[src/rtl/csr_file.sv]
// Machine-mode CSR file for the riscv32i core: trap state, mtvec/mscratch/mie storage, 64-bit counters.
// Optional macro CSR_COUNTERS_EN implements mcycle/minstret and their user-mode shadows.
module csr_file #(
  parameter logic [31:0] MHARTID     = 32'd0,
  parameter logic [31:0] MTVEC_RESET = 32'h0000_0000,
  parameter logic [31:0] MISA_VAL    = 32'h4000_0100
) (
  input  logic        clk,
  input  logic        reset,
  input  logic        write_csr,
  input  logic [11:0] csrReg_write_dest_reg,
  input  logic [31:0] csrReg_write_dest_reg_data,
  input  logic [11:0] csrReg_read_src_reg,
  output logic [31:0] csrReg_read_src_reg_data,
  output logic        illegal_csr,
  input  logic        instr_retired,
  input  logic        trap_valid,
  input  logic [31:0] trap_pc,
  input  logic [31:0] trap_cause,
  input  logic [31:0] trap_tval,
  input  logic        mret,
  output logic [31:0] trap_vector,
  output logic [31:0] mepc_out,
  output logic        mie_global
);

  logic        mstatus_mie_reg, mstatus_mie_next;
  logic        mstatus_mpie_reg, mstatus_mpie_next;
  logic [31:0] mie_csr_reg, mie_csr_next;
  logic [31:0] mtvec_reg, mtvec_next;
  logic [31:0] mscratch_reg, mscratch_next;
  logic [31:0] mepc_reg, mepc_next;
  logic [31:0] mcause_reg, mcause_next;
  logic [31:0] mtval_reg, mtval_next;

  logic [11:0] wa;
  logic [31:0] wd;
  logic [31:0] wr_masked;
  logic        wr_writable;
  logic [31:0] rd_data;
  logic        rd_illegal;

  assign wa = csrReg_write_dest_reg;
  assign wd = csrReg_write_dest_reg_data;

  // Write data as it would read back once stored; shared by the bypass path.
  always_comb begin
    wr_masked   = 32'd0;
    wr_writable = 1'b0;
    case (wa)
      12'h300: begin
        wr_masked   = {19'b0, 2'b11, 3'b0, wd[7], 3'b0, wd[3], 3'b0};
        wr_writable = 1'b1;
      end
      12'h304, 12'h340, 12'h342, 12'h343: begin
        wr_masked   = wd;
        wr_writable = 1'b1;
      end
      12'h305, 12'h341: begin
        wr_masked   = {wd[31:2], 2'b00};
        wr_writable = 1'b1;
      end
`ifdef CSR_COUNTERS_EN
      12'hB00, 12'hB80, 12'hB02, 12'hB82: begin
        wr_masked   = wd;
        wr_writable = 1'b1;
      end
`endif
      default: ;
    endcase
  end

  // Trap is applied last so it overrides both mret and software writes.
  always_comb begin
    mstatus_mie_next  = mstatus_mie_reg;
    mstatus_mpie_next = mstatus_mpie_reg;
    mie_csr_next      = mie_csr_reg;
    mtvec_next        = mtvec_reg;
    mscratch_next     = mscratch_reg;
    mepc_next         = mepc_reg;
    mcause_next       = mcause_reg;
    mtval_next        = mtval_reg;
    if (write_csr) begin
      case (wa)
        12'h300: begin
          mstatus_mie_next  = wd[3];
          mstatus_mpie_next = wd[7];
        end
        12'h304: mie_csr_next  = wd;
        12'h305: mtvec_next    = {wd[31:2], 2'b00};
        12'h340: mscratch_next = wd;
        12'h341: mepc_next     = {wd[31:2], 2'b00};
        12'h342: mcause_next   = wd;
        12'h343: mtval_next    = wd;
        default: ;
      endcase
    end
    if (mret) begin
      mstatus_mie_next  = mstatus_mpie_reg;
      mstatus_mpie_next = 1'b1;
    end
    if (trap_valid) begin
      mepc_next         = {trap_pc[31:2], 2'b00};
      mcause_next       = trap_cause;
      mtval_next        = trap_tval;
      mstatus_mpie_next = mstatus_mie_reg;
      mstatus_mie_next  = 1'b0;
    end
  end

  always_ff @(posedge clk) begin
    if (reset) begin
      mstatus_mie_reg  <= 1'b0;
      mstatus_mpie_reg <= 1'b0;
      mie_csr_reg      <= 32'd0;
      mtvec_reg        <= {MTVEC_RESET[31:2], 2'b00};
      mscratch_reg     <= 32'd0;
      mepc_reg         <= 32'd0;
      mcause_reg       <= 32'd0;
      mtval_reg        <= 32'd0;
    end else begin
      mstatus_mie_reg  <= mstatus_mie_next;
      mstatus_mpie_reg <= mstatus_mpie_next;
      mie_csr_reg      <= mie_csr_next;
      mtvec_reg        <= mtvec_next;
      mscratch_reg     <= mscratch_next;
      mepc_reg         <= mepc_next;
      mcause_reg       <= mcause_next;
      mtval_reg        <= mtval_next;
    end
  end

`ifdef CSR_COUNTERS_EN
  logic [63:0] mcycle_reg, mcycle_next;
  logic [63:0] minstret_reg, minstret_next;

  // A write to either half freezes the whole counter for that cycle.
  always_comb begin
    mcycle_next   = mcycle_reg + 64'd1;
    minstret_next = instret_inc(minstret_reg, instr_retired);
    if (write_csr) begin
      case (wa)
        12'hB00: mcycle_next   = {mcycle_reg[63:32], wd};
        12'hB80: mcycle_next   = {wd, mcycle_reg[31:0]};
        12'hB02: minstret_next = {minstret_reg[63:32], wd};
        12'hB82: minstret_next = {wd, minstret_reg[31:0]};
        default: ;
      endcase
    end
  end

  function automatic logic [63:0] instret_inc(input logic [63:0] v, input logic en);
    return en ? v + 64'd1 : v;
  endfunction

  always_ff @(posedge clk) begin
    if (reset) begin
      mcycle_reg   <= 64'd0;
      minstret_reg <= 64'd0;
    end else begin
      mcycle_reg   <= mcycle_next;
      minstret_reg <= minstret_next;
    end
  end
`else
  logic unused_instr_retired;
  assign unused_instr_retired = instr_retired;
`endif

  always_comb begin
    rd_data    = 32'd0;
    rd_illegal = 1'b0;
    case (csrReg_read_src_reg)
      12'h300: rd_data = {19'b0, 2'b11, 3'b0, mstatus_mpie_reg, 3'b0, mstatus_mie_reg, 3'b0};
      12'h301: rd_data = MISA_VAL;
      12'h304: rd_data = mie_csr_reg;
      12'h305: rd_data = mtvec_reg;
      12'h340: rd_data = mscratch_reg;
      12'h341: rd_data = mepc_reg;
      12'h342: rd_data = mcause_reg;
      12'h343: rd_data = mtval_reg;
      12'h344: rd_data = 32'd0;
      12'hF14: rd_data = MHARTID;
`ifdef CSR_COUNTERS_EN
      12'hB00, 12'hC00: rd_data = mcycle_reg[31:0];
      12'hB80, 12'hC80: rd_data = mcycle_reg[63:32];
      12'hB02, 12'hC02: rd_data = minstret_reg[31:0];
      12'hB82, 12'hC82: rd_data = minstret_reg[63:32];
`else
      12'hB00, 12'hB80, 12'hB02, 12'hB82,
      12'hC00, 12'hC80, 12'hC02, 12'hC82: rd_data = 32'd0;
`endif
      default: rd_illegal = 1'b1;
    endcase
    if (write_csr && wr_writable && (wa == csrReg_read_src_reg))
      rd_data = wr_masked;
  end

  assign csrReg_read_src_reg_data = rd_data;
  assign illegal_csr              = rd_illegal;
  assign trap_vector              = mtvec_reg;
  assign mepc_out                 = mepc_reg;
  assign mie_global               = mstatus_mie_reg;

endmodule

[config.mk]
export PLATFORM = sky130hd
export DESIGN_NAME = csr_file
export DESIGN_NICKNAME = d
export VERILOG_FILES = /design/src/rtl/csr_file.sv
export SDC_FILE = /design/constraint.sdc
export NUM_CORES = 1
export LEC_CHECK = 0
export ABC_AREA = 1
export CELL_PAD_IN_SITES_DETAIL_PLACEMENT = 0
export CELL_PAD_IN_SITES_GLOBAL_PLACEMENT = 1
export CORE_ASPECT_RATIO = 0.5
export CORE_MARGIN = 4
export CORE_UTILIZATION = 35
export DETAILED_ROUTE_END_ITERATION = 10
export GPL_TIMING_DRIVEN = 0
export HOLD_SLACK_MARGIN = 0.08
export PLACE_DENSITY_LB_ADDON = 0.1
export SETUP_SLACK_MARGIN = 0.02
export SKIP_LAST_GASP = 1
export SYNTH_ARGS = -nofsm -noshare
export SYNTH_HDL_FRONTEND = slang
export SYNTH_SLANG_ARGS = --single-unit
[constraint.sdc]
create_clock -name clk -period 2.25 [get_ports clk]
set_input_delay 0.45 -clock clk [delete_from_list [all_inputs] [get_ports clk]]
set_output_delay 0.45 -clock clk [all_outputs]
set_load 0.02 [all_outputs]
==> metrics.md <==
| Metric | Value |
|---|---|
| Status | complete, but fails checks |
| Failing checks | setup timing |
| Largest net degree at the start of global routing | 17 |
| DR DRC count | 0 |
| CTS max path bufs | 2 |
| Synth top area share | 35.9% |
| Die height | 131 um |
| Slew HR | 36.2% |
| Via count | 13400 |
| Final Skew | 0.000186 ns |
| Die Wd | 254 um |
| Starting density of the core | 36.0% |
| Clk pin slew, worst setup/hold paths | 0.08 ns |
| Area Growth Syn to Fin | 64.3% |
| Fmax | 0.386 GHz |
| Final std cells w/o fill | 2454 |
| GRT overflow | 0 |
| Core area | 0.0294 sq mm |
| Synth warn | 0 |
| Dpl cells | 2314 |
| Final Max Tran Viols | 0 |
| Critical path class | input pin to output pin |
| CTS Root Cell | clkbuf_16 |
| Cell area power density | 462 mW/mm^2 |
| Area leader, netlist | dfxtp_1 |
| Lkg Pwr | 7.04 nW |
| Synth area leaders | dfxtp_1 (36%), nand2_1 (17%), nand3_1 (9.2%) |
| Post-route setup slack | -0.340 ns |
| Critical Path RT | 1.80 ns |
| Number of global-route vias before repair | 12500 |
| Drt total wl | 55300 um |
| Vias/cell | 5.47 |
| Cells after Synth | 1675 |
| Seq/Total Area, Yosys | 35.9% |
| Top-level port count | 256 |
| Share of cells above drive strength 1 | 25.4% |
| Setup crit end kind | output pin |
| WP data arrival | 2.14 ns |
| CTS tree | yes |
| Die area | 0.0333 sq mm |
| Total track usage | 31.6% |
| Post-Syn Area per Cell | 6.32 sq um |
| CTS buffer count | 17 |
| I/O Buffers | 245 |
| # rows | 44 |
| Initial antenna violation count | 0 |
| Wire per inst | 22.5 um |
| Peak VDD IR | 0.594 mV |
| Startpoint Class | input pin |
| Final-report hold violation count | 0 |
| Global-route wire length before repair | 77300 um |
| Flops & latches, synth | 190 |
| Fin Setup TNS | -9.12 ns |
| Final setup viols | 33 |
| H-tree level count | 4 |
| Post-Syn Area | 0.0106 sq mm |
| Worst slew pin tran | 0.956 ns |
| Fin crit period | 2.59 ns |
| Detail Placement HPWL | 39900 um |
| Max Cap Viol | 0 |
| Starting DRT DRC Count | 1558 |
| Clk sinks | 190 |
| Pre-antenna DRT Iters | 6 |
| Setup repair after global routing missed its margin | yes |
| Gp weighted congestion | 0.887 |
| Hold Crit Class | flop to flop |
| Final worst-path cycle share | 115% |
| Ant diodes | 0 |
| Clock Latency Late Sink | 0.45 ns |
| Antenna-violating nets left | 0 |
| Netlist cell types | 32 |
| Final net count | 2209 |
| Crit-path max FO | 5 |
-- report_power, final --
part           leakage (nW)  switching (mW)  internal [mW]
logic                  5.19           0.645          0.485
clock network         0.304            1.45           1.92
registers              1.55          0.0860           3.46
-- routing by layer --
metal	global-route usage [%]	vias to the layer above	wire length, um	part of all wire, %
li1	-	6206	-	-
met1	44.2	6459	24000	43
met2	49.9	681	24700	45
met3	6.63	83	5420	9.8
met4	8.44	0	1140	2.1
met5	0	-	0	0
-- area by class of cell --
type / instances / area, sq um
buffer: 117 / 898
sequential: 190 / 3800
inverter: 192 / 741
tap: 391 / 489
clock inverter: 10 / 160
multi-input combinational: 1180 / 6840
timing repair buffer: 353 / 4010
fill: 2775 / 12000
clock buffer: 21 / 460
-- cell usage after synthesis (all sizes together) --
cell type    n
nand2      496
nor2       221
nand3      197
inv        192
dfxtp      190
a211oi      94
clkbuf      61
a31oi       59
buf         56
a21oi       41
a22oi       35
o21ai       21
nand4        5
o211ai       2
conb         1
nor2b        1
nor3         1
nor4         1
xnor2        1
-- path summary, 6_finish.rpt --
| path | to | from | slack (ns) | cells after the start |
|---|---|---|---|---|
| worst max register to register | mstatus_mpie_reg | mie_global | 1.34 | 4 |
| worst min register to register | mscratch_reg[14] | mscratch_reg[14] | 0.46 | 2 |
| worst max-delay path | csrReg_read_src_reg_data[20] | csrReg_read_src_reg[7] | -0.34 | 16 |
| worst min-delay path | mscratch_reg[14] | mscratch_reg[14] | 0.46 | 2 |
-- cells in the final DEF, fill, tap and decap left out, types with 16 or more instances in the layout --
master / instances
clkbuf_16: 26
inv_2: 16
nand3_4: 26
inv_1: 169
buf_12: 30
a211oi_1: 94
buf_2: 27
buf_6: 65
buf_4: 56
nand3_2: 64
buf_8: 22
nand3_1: 107
nand2_4: 31
nor2_1: 184
a21oi_1: 39
a22oi_1: 35
nand2_2: 72
clkdlybuf4s50_1: 188
clkbuf_1: 56
dfxtp_1: 190
a31oi_1: 59
nand2_1: 389
nor2_4: 25
-- worst max-delay path, cell delays in order --
cell and delay [ns]:
buf_8 0.10, nor2_4 0.12, nand2_2 0.09, nor2_4 0.17, buf_6 0.16, buf_6 0.12, nand2_8 0.06, nand3_4 0.08
inv_4 0.05, nand2_8 0.08, buf_12 0.11, buf_6 0.10, buf_8 0.13, nand3_2 0.08, nand2_2 0.10, buf_6 0.12
-- timing repair --
item | 4_1_cts | 5_1_grt
hold endpoints to repair | 0 | 0
setup endpoints to repair | 63 | 73
setup buffers | 69 | 15
pin swaps | 115 | 95
gates resized for setup | 652 | 156
hold buffers | 0 | 0
cloned | 18 | 9
-- cell families after synthesis --
logic type | after synthesis | synth area share, %
and+or+nand+nor | 922 | 36.0
buffers and inverters | 309 | 12.1
AOI/OAI and AO/OA | 252 | 15.8
DFF | 190 | 35.9
xor gates and xnor gates | 1 | 0.0827
other | 1 | 0.0354
-- through the flow --
step | total power [mW] | setup WS, ns | hold WS, ns | cell area [sq um] | utilization [%]
floorplan | 3.98 | 0.113 | 0.434 | 10600 | -
global placement | 4.59 | -1.56 | 0.445 | 13500 | 46.1
detailed placement | 4.59 | -1.56 | 0.445 | 13500 | 46.1
CTS | 7.96 | -0.280 | 0.459 | 16500 | 56.0
global route | 8.26 | -0.386 | 0.471 | 17400 | 59.2
finish | 8.04 | -0.340 | 0.460 | 17400 | 59.2
Power figures use the tool's default switching activity.
